### config.mk
export PLATFORM = sky130hd
export DESIGN_NAME = pipe_ctrl_flat
export DESIGN_NICKNAME = d
export VERILOG_FILES = /design/src/rtl/pipe_ctrl_pkg.sv /design/src/rtl/pipe_ctrl_if.sv /design/src/rtl/pipe_ctrl_hazard_detect.sv /design/src/rtl/pipe_ctrl.sv /design/src/flat_wrapper.sv
export SDC_FILE = /design/constraint.sdc
export NUM_CORES = 1
export LEC_CHECK = 0
export CAP_MARGIN = 15
export CORE_AREA = 4 4 94 96
export DETAILED_ROUTE_END_ITERATION = 8
export DIE_AREA = 0 0 98 100
export GPL_TIMING_DRIVEN = 0
export PLACE_DENSITY = 0.87
export SYNTH_ARGS = -nofsm -noshare
export SYNTH_HDL_FRONTEND = slang
export SYNTH_SLANG_ARGS = --single-unit
### constraint.sdc
create_clock -name clk -period 4.95 [get_ports clk]
set_input_delay 0.495 -clock clk [delete_from_list [all_inputs] [get_ports clk]]
set_output_delay 0.495 -clock clk [all_outputs]
set_load 0.02 [all_outputs]
### src/rtl/pipe_ctrl_pkg.sv
// rtl/pipe_ctrl_pkg.sv - shared opcode, pc-select, NOP and FSM definitions for pipeline sequencing
//
// Purpose: single source for the RV32I major-opcode values (instr[6:2]), the
// fetch-mux pc_sel encodings and the NOP used for flushed stage registers, so
// the fetch mux, decoders and pipe_ctrl all agree.
// Ports: none (package).

package pipe_ctrl_pkg;

  // Major opcodes, instr[6:2] (instr[1:0] is always 2'b11 for 32-bit encodings)
  localparam logic [4:0] OPC_LOAD_5   = 5'b00000;
  localparam logic [4:0] OPC_OP_IMM_5 = 5'b00100;
  localparam logic [4:0] OPC_STORE_5  = 5'b01000;
  localparam logic [4:0] OPC_OP_5     = 5'b01100;
  localparam logic [4:0] OPC_BRANCH_5 = 5'b11000;
  localparam logic [4:0] OPC_JALR_5   = 5'b11001;
  localparam logic [4:0] OPC_JAL_5    = 5'b11011;
  localparam logic [4:0] OPC_SYSTEM_5 = 5'b11100;

  // addi x0,x0,0
  localparam logic [31:0] NOP_INSTR = 32'h0000_0013;

  typedef enum logic [1:0] {
    PC_PLUS4 = 2'd0,
    PC_ALU   = 2'd1,
    PC_JAL   = 2'd2,
    PC_RST   = 2'd3
  } pc_sel_e;

  typedef enum logic [1:0] {
    ST_BOOT    = 2'd0,
    ST_RUN     = 2'd1,
    ST_MEMWAIT = 2'd2
  } state_e;

  function automatic logic is_mem_opc(input logic [4:0] opc);
    return (opc == OPC_LOAD_5) || (opc == OPC_STORE_5);
  endfunction

endpackage

### src/rtl/pipe_ctrl_if.sv
// rtl/pipe_ctrl_if.sv - stage-control bundle between the datapath and pipe_ctrl
//
// Purpose: groups the instruction/branch/memory status coming from the
// datapath and the pc-select, stall, flush and counter outputs going back.
// Modports:
//   master - pipe_ctrl side: reads instr_s1/s2, br_taken_s2, br_pred_s2,
//            mem_busy; drives pc_sel, stall_s1..s3, flush_s1/s2, counters.
//   slave  - datapath side, directions mirrored.

interface pipe_ctrl_if #(
  parameter int CNT_W = 32
);
  logic [31:0]      instr_s1;
  logic [31:0]      instr_s2;
  logic             br_taken_s2;
  logic             br_pred_s2;
  logic             mem_busy;
  logic [1:0]       pc_sel;
  logic             stall_s1;
  logic             stall_s2;
  logic             stall_s3;
  logic             flush_s1;
  logic             flush_s2;
  logic [CNT_W-1:0] stall_cnt;
  logic [CNT_W-1:0] flush_cnt;

  modport master (
    input  instr_s1, instr_s2, br_taken_s2, br_pred_s2, mem_busy,
    output pc_sel, stall_s1, stall_s2, stall_s3, flush_s1, flush_s2,
    output stall_cnt, flush_cnt
  );

  modport slave (
    output instr_s1, instr_s2, br_taken_s2, br_pred_s2, mem_busy,
    input  pc_sel, stall_s1, stall_s2, stall_s3, flush_s1, flush_s2,
    input  stall_cnt, flush_cnt
  );
endinterface

### src/rtl/pipe_ctrl_hazard_detect.sv
// rtl/pipe_ctrl_hazard_detect.sv - combinational load-use hazard detection
//
// Purpose: flags when the load in S2 writes a register the S1 instruction
// reads, so S1 must wait one cycle for the load data.
// Ports:
//   instr_s1  in  32  instruction in S1 (consumer)
//   instr_s2  in  32  instruction in S2 (possible load)
//   load_use  out 1   S2 is a load with rd != x0 that S1 reads via rs1/rs2

module hazard_detect
  import pipe_ctrl_pkg::*;
(
  input  logic [31:0] instr_s1,
  input  logic [31:0] instr_s2,
  output logic        load_use
);

  logic [4:0] s1_opc;
  logic [4:0] s2_opc;
  logic [4:0] rs1;
  logic [4:0] rs2;
  logic [4:0] rd;
  logic [2:0] funct3;
  logic       uses_rs1;
  logic       uses_rs2;
  logic       s2_load;
  logic       unused_bits;

  assign s1_opc = instr_s1[6:2];
  assign s2_opc = instr_s2[6:2];
  assign rs1    = instr_s1[19:15];
  assign rs2    = instr_s1[24:20];
  assign funct3 = instr_s1[14:12];
  assign rd     = instr_s2[11:7];

  // Register-read usage follows the instruction format: R/S/B read both,
  // I-type reads rs1 only, U/J read nothing.
  always_comb begin
    uses_rs1 = 1'b0;
    uses_rs2 = 1'b0;
    case (s1_opc)
      OPC_OP_5, OPC_STORE_5, OPC_BRANCH_5: begin
        uses_rs1 = 1'b1;
        uses_rs2 = 1'b1;
      end
      OPC_OP_IMM_5, OPC_LOAD_5, OPC_JALR_5: begin
        uses_rs1 = 1'b1;
      end
      // Register-form CSR ops (csrrw/csrrs/csrrc) read rs1; the immediate
      // forms and ecall/ebreak do not.
      OPC_SYSTEM_5: begin
        uses_rs1 = !funct3[2] && (funct3[1:0] != 2'b00);
      end
      default: begin
        uses_rs1 = 1'b0;
        uses_rs2 = 1'b0;
      end
    endcase
  end

  // A load into x0 produces nothing to forward, so it never interlocks.
  assign s2_load  = (s2_opc == OPC_LOAD_5) && (rd != 5'd0);

  assign load_use = s2_load && ((uses_rs1 && (rs1 == rd)) || (uses_rs2 && (rs2 == rd)));

  assign unused_bits = ^{instr_s1[31:25], instr_s1[11:7], instr_s1[1:0],
                         instr_s2[31:12], instr_s2[1:0]};

endmodule

### src/rtl/pipe_ctrl.sv
// rtl/pipe_ctrl.sv - pipeline sequencing controller for the 3-stage RV32I core
//
// Purpose: drives the PC select mux and per-stage stall/flush controls:
// post-reset boot flush, memory-wait freeze, S2 branch/JALR redirect,
// load-use interlock and S1 JAL redirect, plus stall/flush perf counters.
// Parameters:
//   BOOT_CYCLES  cycles after reset release during which S2/S3 are flushed
//   CNT_W        perf counter width
// Ports:
//   clk  in   core clock
//   rst  in   synchronous, active-high reset
//   bus  pipe_ctrl_if.master: instr_s1/s2, br_taken_s2, br_pred_s2, mem_busy
//        in; pc_sel, stall_s1..s3, flush_s1/s2, stall_cnt, flush_cnt out

module pipe_ctrl
  import pipe_ctrl_pkg::*;
#(
  parameter int BOOT_CYCLES = 2,
  parameter int CNT_W       = 32
) (
  input  logic        clk,
  input  logic        rst,
  pipe_ctrl_if.master bus
);

  localparam int BOOT_W = (BOOT_CYCLES < 2) ? 1 : $clog2(BOOT_CYCLES + 1);

  state_e            state;
  state_e            state_nxt;
  logic [BOOT_W-1:0] boot_cnt;
  logic [4:0]        s3_opc;
  logic [CNT_W-1:0]  stall_cnt;
  logic [CNT_W-1:0]  flush_cnt;

  logic [4:0]        s1_opc;
  logic [4:0]        s2_opc;
  logic              load_use;
  logic              s2_redirect;
  logic              s1_jal;
  logic              freeze;

  pc_sel_e           pc_sel;
  logic              stall_s1;
  logic              stall_s2;
  logic              stall_s3;
  logic              flush_s1;
  logic              flush_s2;

  hazard_detect u_hazard_detect (
    .instr_s1 (bus.instr_s1),
    .instr_s2 (bus.instr_s2),
    .load_use (load_use)
  );

  assign s1_opc = bus.instr_s1[6:2];
  assign s2_opc = bus.instr_s2[6:2];

  assign s2_redirect = (s2_opc == OPC_JALR_5) ||
                       ((s2_opc == OPC_BRANCH_5) && (bus.br_taken_s2 != bus.br_pred_s2));
  assign s1_jal      = (s1_opc == OPC_JAL_5);

  // The S3 instruction is not a port: this block already knows what moves
  // from S2 into S3, so it tracks the S3 opcode itself. In MEMWAIT S3 is held,
  // so only mem_busy decides when the freeze ends.
  assign freeze = bus.mem_busy &&
                  ((state == ST_MEMWAIT) || ((state == ST_RUN) && is_mem_opc(s3_opc)));

  always_comb begin
    state_nxt = state;
    pc_sel    = PC_PLUS4;
    stall_s1  = 1'b0;
    stall_s2  = 1'b0;
    stall_s3  = 1'b0;
    flush_s1  = 1'b0;
    flush_s2  = 1'b0;

    if (rst) begin
      state_nxt = ST_BOOT;
      pc_sel    = PC_RST;
      flush_s1  = 1'b1;
      flush_s2  = 1'b1;
    end else begin
      case (state)
        ST_BOOT: begin
          flush_s1 = 1'b1;
          flush_s2 = 1'b1;
          // The counter reaches 0 at this edge, so the next cycle is RUN.
          if (boot_cnt <= BOOT_W'(1)) begin
            state_nxt = ST_RUN;
          end
        end
        ST_RUN, ST_MEMWAIT: begin
          if (freeze) begin
            state_nxt = ST_MEMWAIT;
            stall_s1  = 1'b1;
            stall_s2  = 1'b1;
            stall_s3  = 1'b1;
          end else begin
            // A redirect deferred by the freeze fires on the first unfrozen
            // cycle because S2 held its inputs stable.
            state_nxt = ST_RUN;
            if (s2_redirect) begin
              pc_sel   = PC_ALU;
              flush_s1 = 1'b1;
              flush_s2 = 1'b1;
            end else if (load_use) begin
              // Hold S1, bubble into S2; a JAL in S1 redirects next cycle.
              stall_s1 = 1'b1;
              flush_s2 = 1'b1;
            end else if (s1_jal) begin
              pc_sel   = PC_JAL;
              flush_s1 = 1'b1;
            end
          end
        end
        default: begin
          state_nxt = ST_BOOT;
        end
      endcase
    end
  end

  always_ff @(posedge clk) begin
    if (rst) begin
      state     <= ST_BOOT;
      boot_cnt  <= BOOT_W'(BOOT_CYCLES);
      s3_opc    <= NOP_INSTR[6:2];
      stall_cnt <= '0;
      flush_cnt <= '0;
    end else begin
      state <= state_nxt;

      if ((state == ST_BOOT) && (boot_cnt != '0)) begin
        boot_cnt <= boot_cnt - BOOT_W'(1);
      end

      // Boot flushes S3 as well, so whatever S2 showed is not tracked.
      if (state == ST_BOOT) begin
        s3_opc <= NOP_INSTR[6:2];
      end else if (!stall_s3) begin
        s3_opc <= s2_opc;
      end

      if (stall_s1 || stall_s2 || stall_s3) begin
        stall_cnt <= stall_cnt + CNT_W'(1);
      end

      if ((flush_s1 || flush_s2) && (state != ST_BOOT)) begin
        flush_cnt <= flush_cnt + CNT_W'(1);
      end
    end
  end

  assign bus.pc_sel    = pc_sel;
  assign bus.stall_s1  = stall_s1;
  assign bus.stall_s2  = stall_s2;
  assign bus.stall_s3  = stall_s3;
  assign bus.flush_s1  = flush_s1;
  assign bus.flush_s2  = flush_s2;
  assign bus.stall_cnt = stall_cnt;
  assign bus.flush_cnt = flush_cnt;

endmodule

### src/flat_wrapper.sv
// flat-port wrapper written by rule: the top's interface ports become plain ports
module pipe_ctrl_flat import pipe_ctrl_pkg::*;
#(
  parameter int BOOT_CYCLES = 2,
  parameter int CNT_W       = 32
)
  (clk, rst, bus_instr_s1, bus_instr_s2, bus_br_taken_s2, bus_br_pred_s2, bus_mem_busy, bus_pc_sel, bus_stall_s1, bus_stall_s2, bus_stall_s3, bus_flush_s1, bus_flush_s2, bus_stall_cnt, bus_flush_cnt);
  pipe_ctrl_if #(.CNT_W(CNT_W)) bus_i ();
  input  logic clk;
  input  logic rst;
  input wire logic [$bits(bus_i.instr_s1)-1:0] bus_instr_s1;
  input wire logic [$bits(bus_i.instr_s2)-1:0] bus_instr_s2;
  input wire logic [$bits(bus_i.br_taken_s2)-1:0] bus_br_taken_s2;
  input wire logic [$bits(bus_i.br_pred_s2)-1:0] bus_br_pred_s2;
  input wire logic [$bits(bus_i.mem_busy)-1:0] bus_mem_busy;
  output wire logic [$bits(bus_i.pc_sel)-1:0] bus_pc_sel;
  output wire logic [$bits(bus_i.stall_s1)-1:0] bus_stall_s1;
  output wire logic [$bits(bus_i.stall_s2)-1:0] bus_stall_s2;
  output wire logic [$bits(bus_i.stall_s3)-1:0] bus_stall_s3;
  output wire logic [$bits(bus_i.flush_s1)-1:0] bus_flush_s1;
  output wire logic [$bits(bus_i.flush_s2)-1:0] bus_flush_s2;
  output wire logic [$bits(bus_i.stall_cnt)-1:0] bus_stall_cnt;
  output wire logic [$bits(bus_i.flush_cnt)-1:0] bus_flush_cnt;
  assign bus_i.instr_s1 = bus_instr_s1;
  assign bus_i.instr_s2 = bus_instr_s2;
  assign bus_i.br_taken_s2 = bus_br_taken_s2;
  assign bus_i.br_pred_s2 = bus_br_pred_s2;
  assign bus_i.mem_busy = bus_mem_busy;
  assign bus_pc_sel = bus_i.pc_sel;
  assign bus_stall_s1 = bus_i.stall_s1;
  assign bus_stall_s2 = bus_i.stall_s2;
  assign bus_stall_s3 = bus_i.stall_s3;
  assign bus_flush_s1 = bus_i.flush_s1;
  assign bus_flush_s2 = bus_i.flush_s2;
  assign bus_stall_cnt = bus_i.stall_cnt;
  assign bus_flush_cnt = bus_i.flush_cnt;
  pipe_ctrl #(.BOOT_CYCLES(BOOT_CYCLES), .CNT_W(CNT_W)) u_core (.clk(clk), .rst(rst), .bus(bus_i));
endmodule
==> flow_summary_export.csv <==
group,metric,value,unit
finish,finish.instance_area,5080,um2
finish,n_antenna_cell,0,
timing,finClkSkew,0.0135,ns
timing,report.final.slew_viol_count,0,
yosys,cells_taking_the_most_area_after_synthesis,"sky130_fd_sc_hd__dfxtp_1 38%, sky130_fd_sc_hd__xor2_1 8.6%, sky130_fd_sc_hd__nor2_1 7.0%",
setup_path,worst-path-max-fanout,10,
global_routing,grt_overflow,0,
routing,vias_per_cell,5.58,
clock_tree,cts_tree,"built",
clock_tree,max-clock-path-buffers,2,
clock_tree,cts_setup_buffers,0,
yosys,postSynthNetCount,536,
setup_path,crit-reg2reg-launch,"u_core.state[0]",
global_routing,pin_count_of_the_biggest_net_entering_global_routing,12,
setup_path,reg2reg_depth,9,
placed_design,io_buffer_count,102,
routing,routed-via-count,3794,
clock_tree,cts.htree.levels,3,
floorplanning,dieWidth,98,um
pwr,switching_power,399,uW
yosys,top_cells_by_count_synth,"72 x sky130_fd_sc_hd__dfxtp_1, 70 x sky130_fd_sc_hd__nor2_1, 37 x sky130_fd_sc_hd__xor2_1, 30 x sky130_fd_sc_hd__nand2_1, 24 x sky130_fd_sc_hd__nand3_1",
hold_path,hold_class,"reg -> reg",
setup_path,reg2reg_to,"u_core.bus.flush_cnt[26]",
pwr,intPower,907,uW
routing,routed_wirelength,10.3,mm
pwr,worst_ir_drop_on_vdd,0.167,mV
clock_tree,cts_num_sinks,72,
finish,area_growth,34.8,%
placed_design,dpl_cell_area,4920,um2
timing,timing.final.setup_violations,0,
setup_path,category_of_the_critical_setup_timing_path,"in -> out",
yosys,synth_area_per_cell,8.21,um2
setup_path,cp.depth,8,
floorplanning,io_pins,140,
yosys,seq_area_frac_synth,38.2,%
timing,slew_headroom,54.7,%
setup_path,worst_path_most_repeated_cell,"sky130_fd_sc_hd__clkdlybuf4s50_1",
setup_path,timing.critical_path.from_type,"primary input",
setup_path,regToRegSetupSlack,2.04,ns
global_routing,grt_pass1_vias,3685,
routing,drt_drc_violations_left,0,
setup_path,critical-path-slowest-cell,"sky130_fd_sc_hd__clkdlybuf4s50_1",
global_routing,globalRouteTotalUtil,21.5,%
clock_tree,cts_repair_resize_count,0,
placed_design,gpl.final_weighted_congestion,0.867,
finish,fraction_of_final_layout_cells_with_drive_strength_greater_than_1,4.70,%
yosys,predominant_post_synthesis_flop_cell,"sky130_fd_sc_hd__dfxtp_1",
routing,wl_per_cell,15.2,um
floorplanning,design.die.area,9800,um2
floorplanning,num_rows,33,
setup_path,crit_arrival,3.35,ns
routing,ant_nets,0,
yosys,postSynth.asyncResetShare,0,%
clock_tree,clock_root_buffer,"sky130_fd_sc_hd__clkbuf_8",
setup_path,cp_top_family,"buffers and inverters",
timing,worst_pin_slew,0.674,ns
clock_tree,cts-hold-fix-buffers,0,
yosys,count_leader_synth,"sky130_fd_sc_hd__dfxtp_1",
setup_path,worstPathRequired,4.45,ns
pwr,seqPwrFrac,47.2,%
yosys,synth_edf_count,0,
placed_design,detailedPlacementHpwl,7.85,mm
setup_path,setup.worst_path.end,"bus_flush_s2",
setup_path,critical_path.startpoint,"bus_instr_s1[2]",
yosys,synth.distinct_cells,48,
clock_tree,cts_inserted_buffers,9,
setup_path,critical_path.cell_chain,"clkdlybuf4s50_1 > or4_1 > a211o_1 > a21boi_4 > clkbuf_1 > o21ai_0 > nand2_1 > clkdlybuf4s50_1",
timing,timing.final.crit_share,77.7,%
pwr,p_per_area,257,nW/um2
flow_run,drv.max_cap_violation_count,0,
floorplanning,fp.coreArea,8050,um2
clock_tree,clkTransAtPathRegs,0.08,ns
timing,final_hold_violating_endpoints,0,
setup_path,critical-path-max-stage-delay,0.61,ns
finish,final_nets,649,
clock_tree,clock_latency,0.35,ns
global_routing,antenna_violations_before_repair,0,
floorplanning,die_h,100,um
routing,first_iter_violations,164,
floorplanning,start_util,46.8,%
setup_path,critPathCaptureType,"primary output",
yosys,synth_largest_type_area_fraction,38.2,%
timing,grt_setup_unrepaired,"no",
pwr,combinationalPowerShare,21.6,%
yosys,netlist.top_cell.by_area,"sky130_fd_sc_hd__dfxtp_1",
pwr,clockPowerShare,31.2,%
setup_path,buf_inv_stages_crit_path,3,
pwr,power.share.switching,30.6,%
yosys,ys_seq_elements,72,
yosys,synth_warnings,0,
yosys,syn-instance-count,459,
routing,drt_pass1_iterations,4,
timing,final_setup_tns,0,ns
timing,period_needed,3.85,ns
global_routing,grt_pass1_wl,17.3,mm
outcome,outcome,"finished, final reports clean",
yosys,syn-cell-area,3770,um2
pwr,static-leakage-power,1.70,nW
timing,maximum_clock_rate,260,MHz
-- layer usage --
metal	up-vias	GRT usage, %	routed length [um]
met5	-	0	0
met4	0	6.39	178
met3	20	5.91	599
met2	128	38.7	5300
met1	1797	24.8	4260
li1	1849	-	-
-- stage by stage --
step | instances | util (%) | worst slack (ns) | total power, mW | hold WS, ns
global placement | 666 | 61.1 | 1.12 | 0.896 | 0.459
finish | 680 | 63.1 | 1.10 | 1.31 | 0.489
CTS | 680 | 63.1 | 1.09 | 1.31 | 0.489
global route | 680 | 63.1 | 0.891 | 1.37 | 0.532
floorplan | 459 | - | 2.37 | 0.812 | 0.445
detailed placement | 666 | 61.1 | 1.11 | 0.911 | 0.472
-- flip-flops by register name (all words and copies together) (netlist names) --
signal	count
u_core.bus.flush_cnt	32
u_core.bus.stall_cnt	32
u_core.boot_cnt	2
u_core.state	2
u_core.s3_opc	4
-- layout by cell type, fill, tap and decap left out, drive strengths merged, types with 2 or more instances in the layout --
| cell | synthesis | layout |
|---|---|---|
| xnor2 | 18 | 18 |
| nand3 | 24 | 24 |
| clkinvlp | 0 | 2 |
| nor4 | 7 | 7 |
| nand4 | 18 | 18 |
| o21bai | 3 | 3 |
| a2111oi | 2 | 2 |
| o2111ai | 5 | 5 |
| and3 | 11 | 11 |
| or4 | 7 | 7 |
| a21oi | 23 | 23 |
| or3 | 14 | 14 |
| ha | 8 | 8 |
| xor2 | 37 | 37 |
| buf | 6 | 6 |
| inv | 11 | 11 |
| dfxtp | 72 | 72 |
| o211ai | 7 | 7 |
| o211a | 2 | 2 |
| nor2 | 70 | 70 |
| a211o | 2 | 2 |
| nand2 | 30 | 30 |
| nor3 | 15 | 15 |
| o31ai | 5 | 5 |
| clkdlybuf4s50 | 0 | 102 |
| nand2b | 3 | 3 |
| clkbuf | 16 | 27 |
| mux2i | 5 | 5 |
| and2 | 4 | 4 |
| o21ai | 21 | 21 |
-- cell families after synthesis --
family | synth area share [%]
AO/OA/AOI/OAI | 13.5
XOR/XNOR | 12.8
adder cells (fa/ha/maj) | 2.66
buffers and inverters | 3.58
flip-flops | 38.2
multiplexers | 1.63
AND/OR/NAND/NOR | 27.6
-- worst min-delay path, stage by stage (launching register included) --
cell and delay [ns]:
sky130_fd_sc_hd__dfxtp_1 0.34, sky130_fd_sc_hd__mux2i_1 0.07, sky130_fd_sc_hd__nand2_1 0.06
-- worst min path at each step --
stage | cells past startpoint | startpoint | endpoint | slack, ns
2_1_floorplan | 2 | u_core.s3_opc[2] | u_core.s3_opc[2] | 0.44
3_3_place_gp | 2 | u_core.s3_opc[2] | u_core.s3_opc[2] | 0.46
3_5_place_dp | 2 | u_core.s3_opc[2] | u_core.s3_opc[2] | 0.47
4_1_cts | 2 | u_core.s3_opc[2] | u_core.s3_opc[2] | 0.49
5_1_grt | 2 | u_core.bus.flush_cnt[13] | u_core.bus.flush_cnt[13] | 0.53
6_report | 2 | u_core.s3_opc[2] | u_core.s3_opc[2] | 0.49
-- cell type report --
cell class                      instances  area (um2)
Fill cell                             708        2970
Sequential cell                        72        1440
Inverter                               11        41.3
Timing Repair Buffer                  102        1020
Clock buffer                           11         141
Multi-Input combinational cell        354        2190
Clock inverter                          3        20.0
Buffer                                 22        93.8
Tap cell                              105         131
-- power groups by stage --
stage          Sequential (mW)  Combinational (mW)  Clock, mW
2_1_floorplan            0.631               0.180          0
3_3_place_gp             0.628               0.268          0
3_5_place_dp             0.630               0.282          0
4_1_cts                  0.616               0.282      0.415
5_1_grt                  0.620               0.315      0.439
6_report                 0.616               0.282      0.408
(Power assumes the default switching activity.)
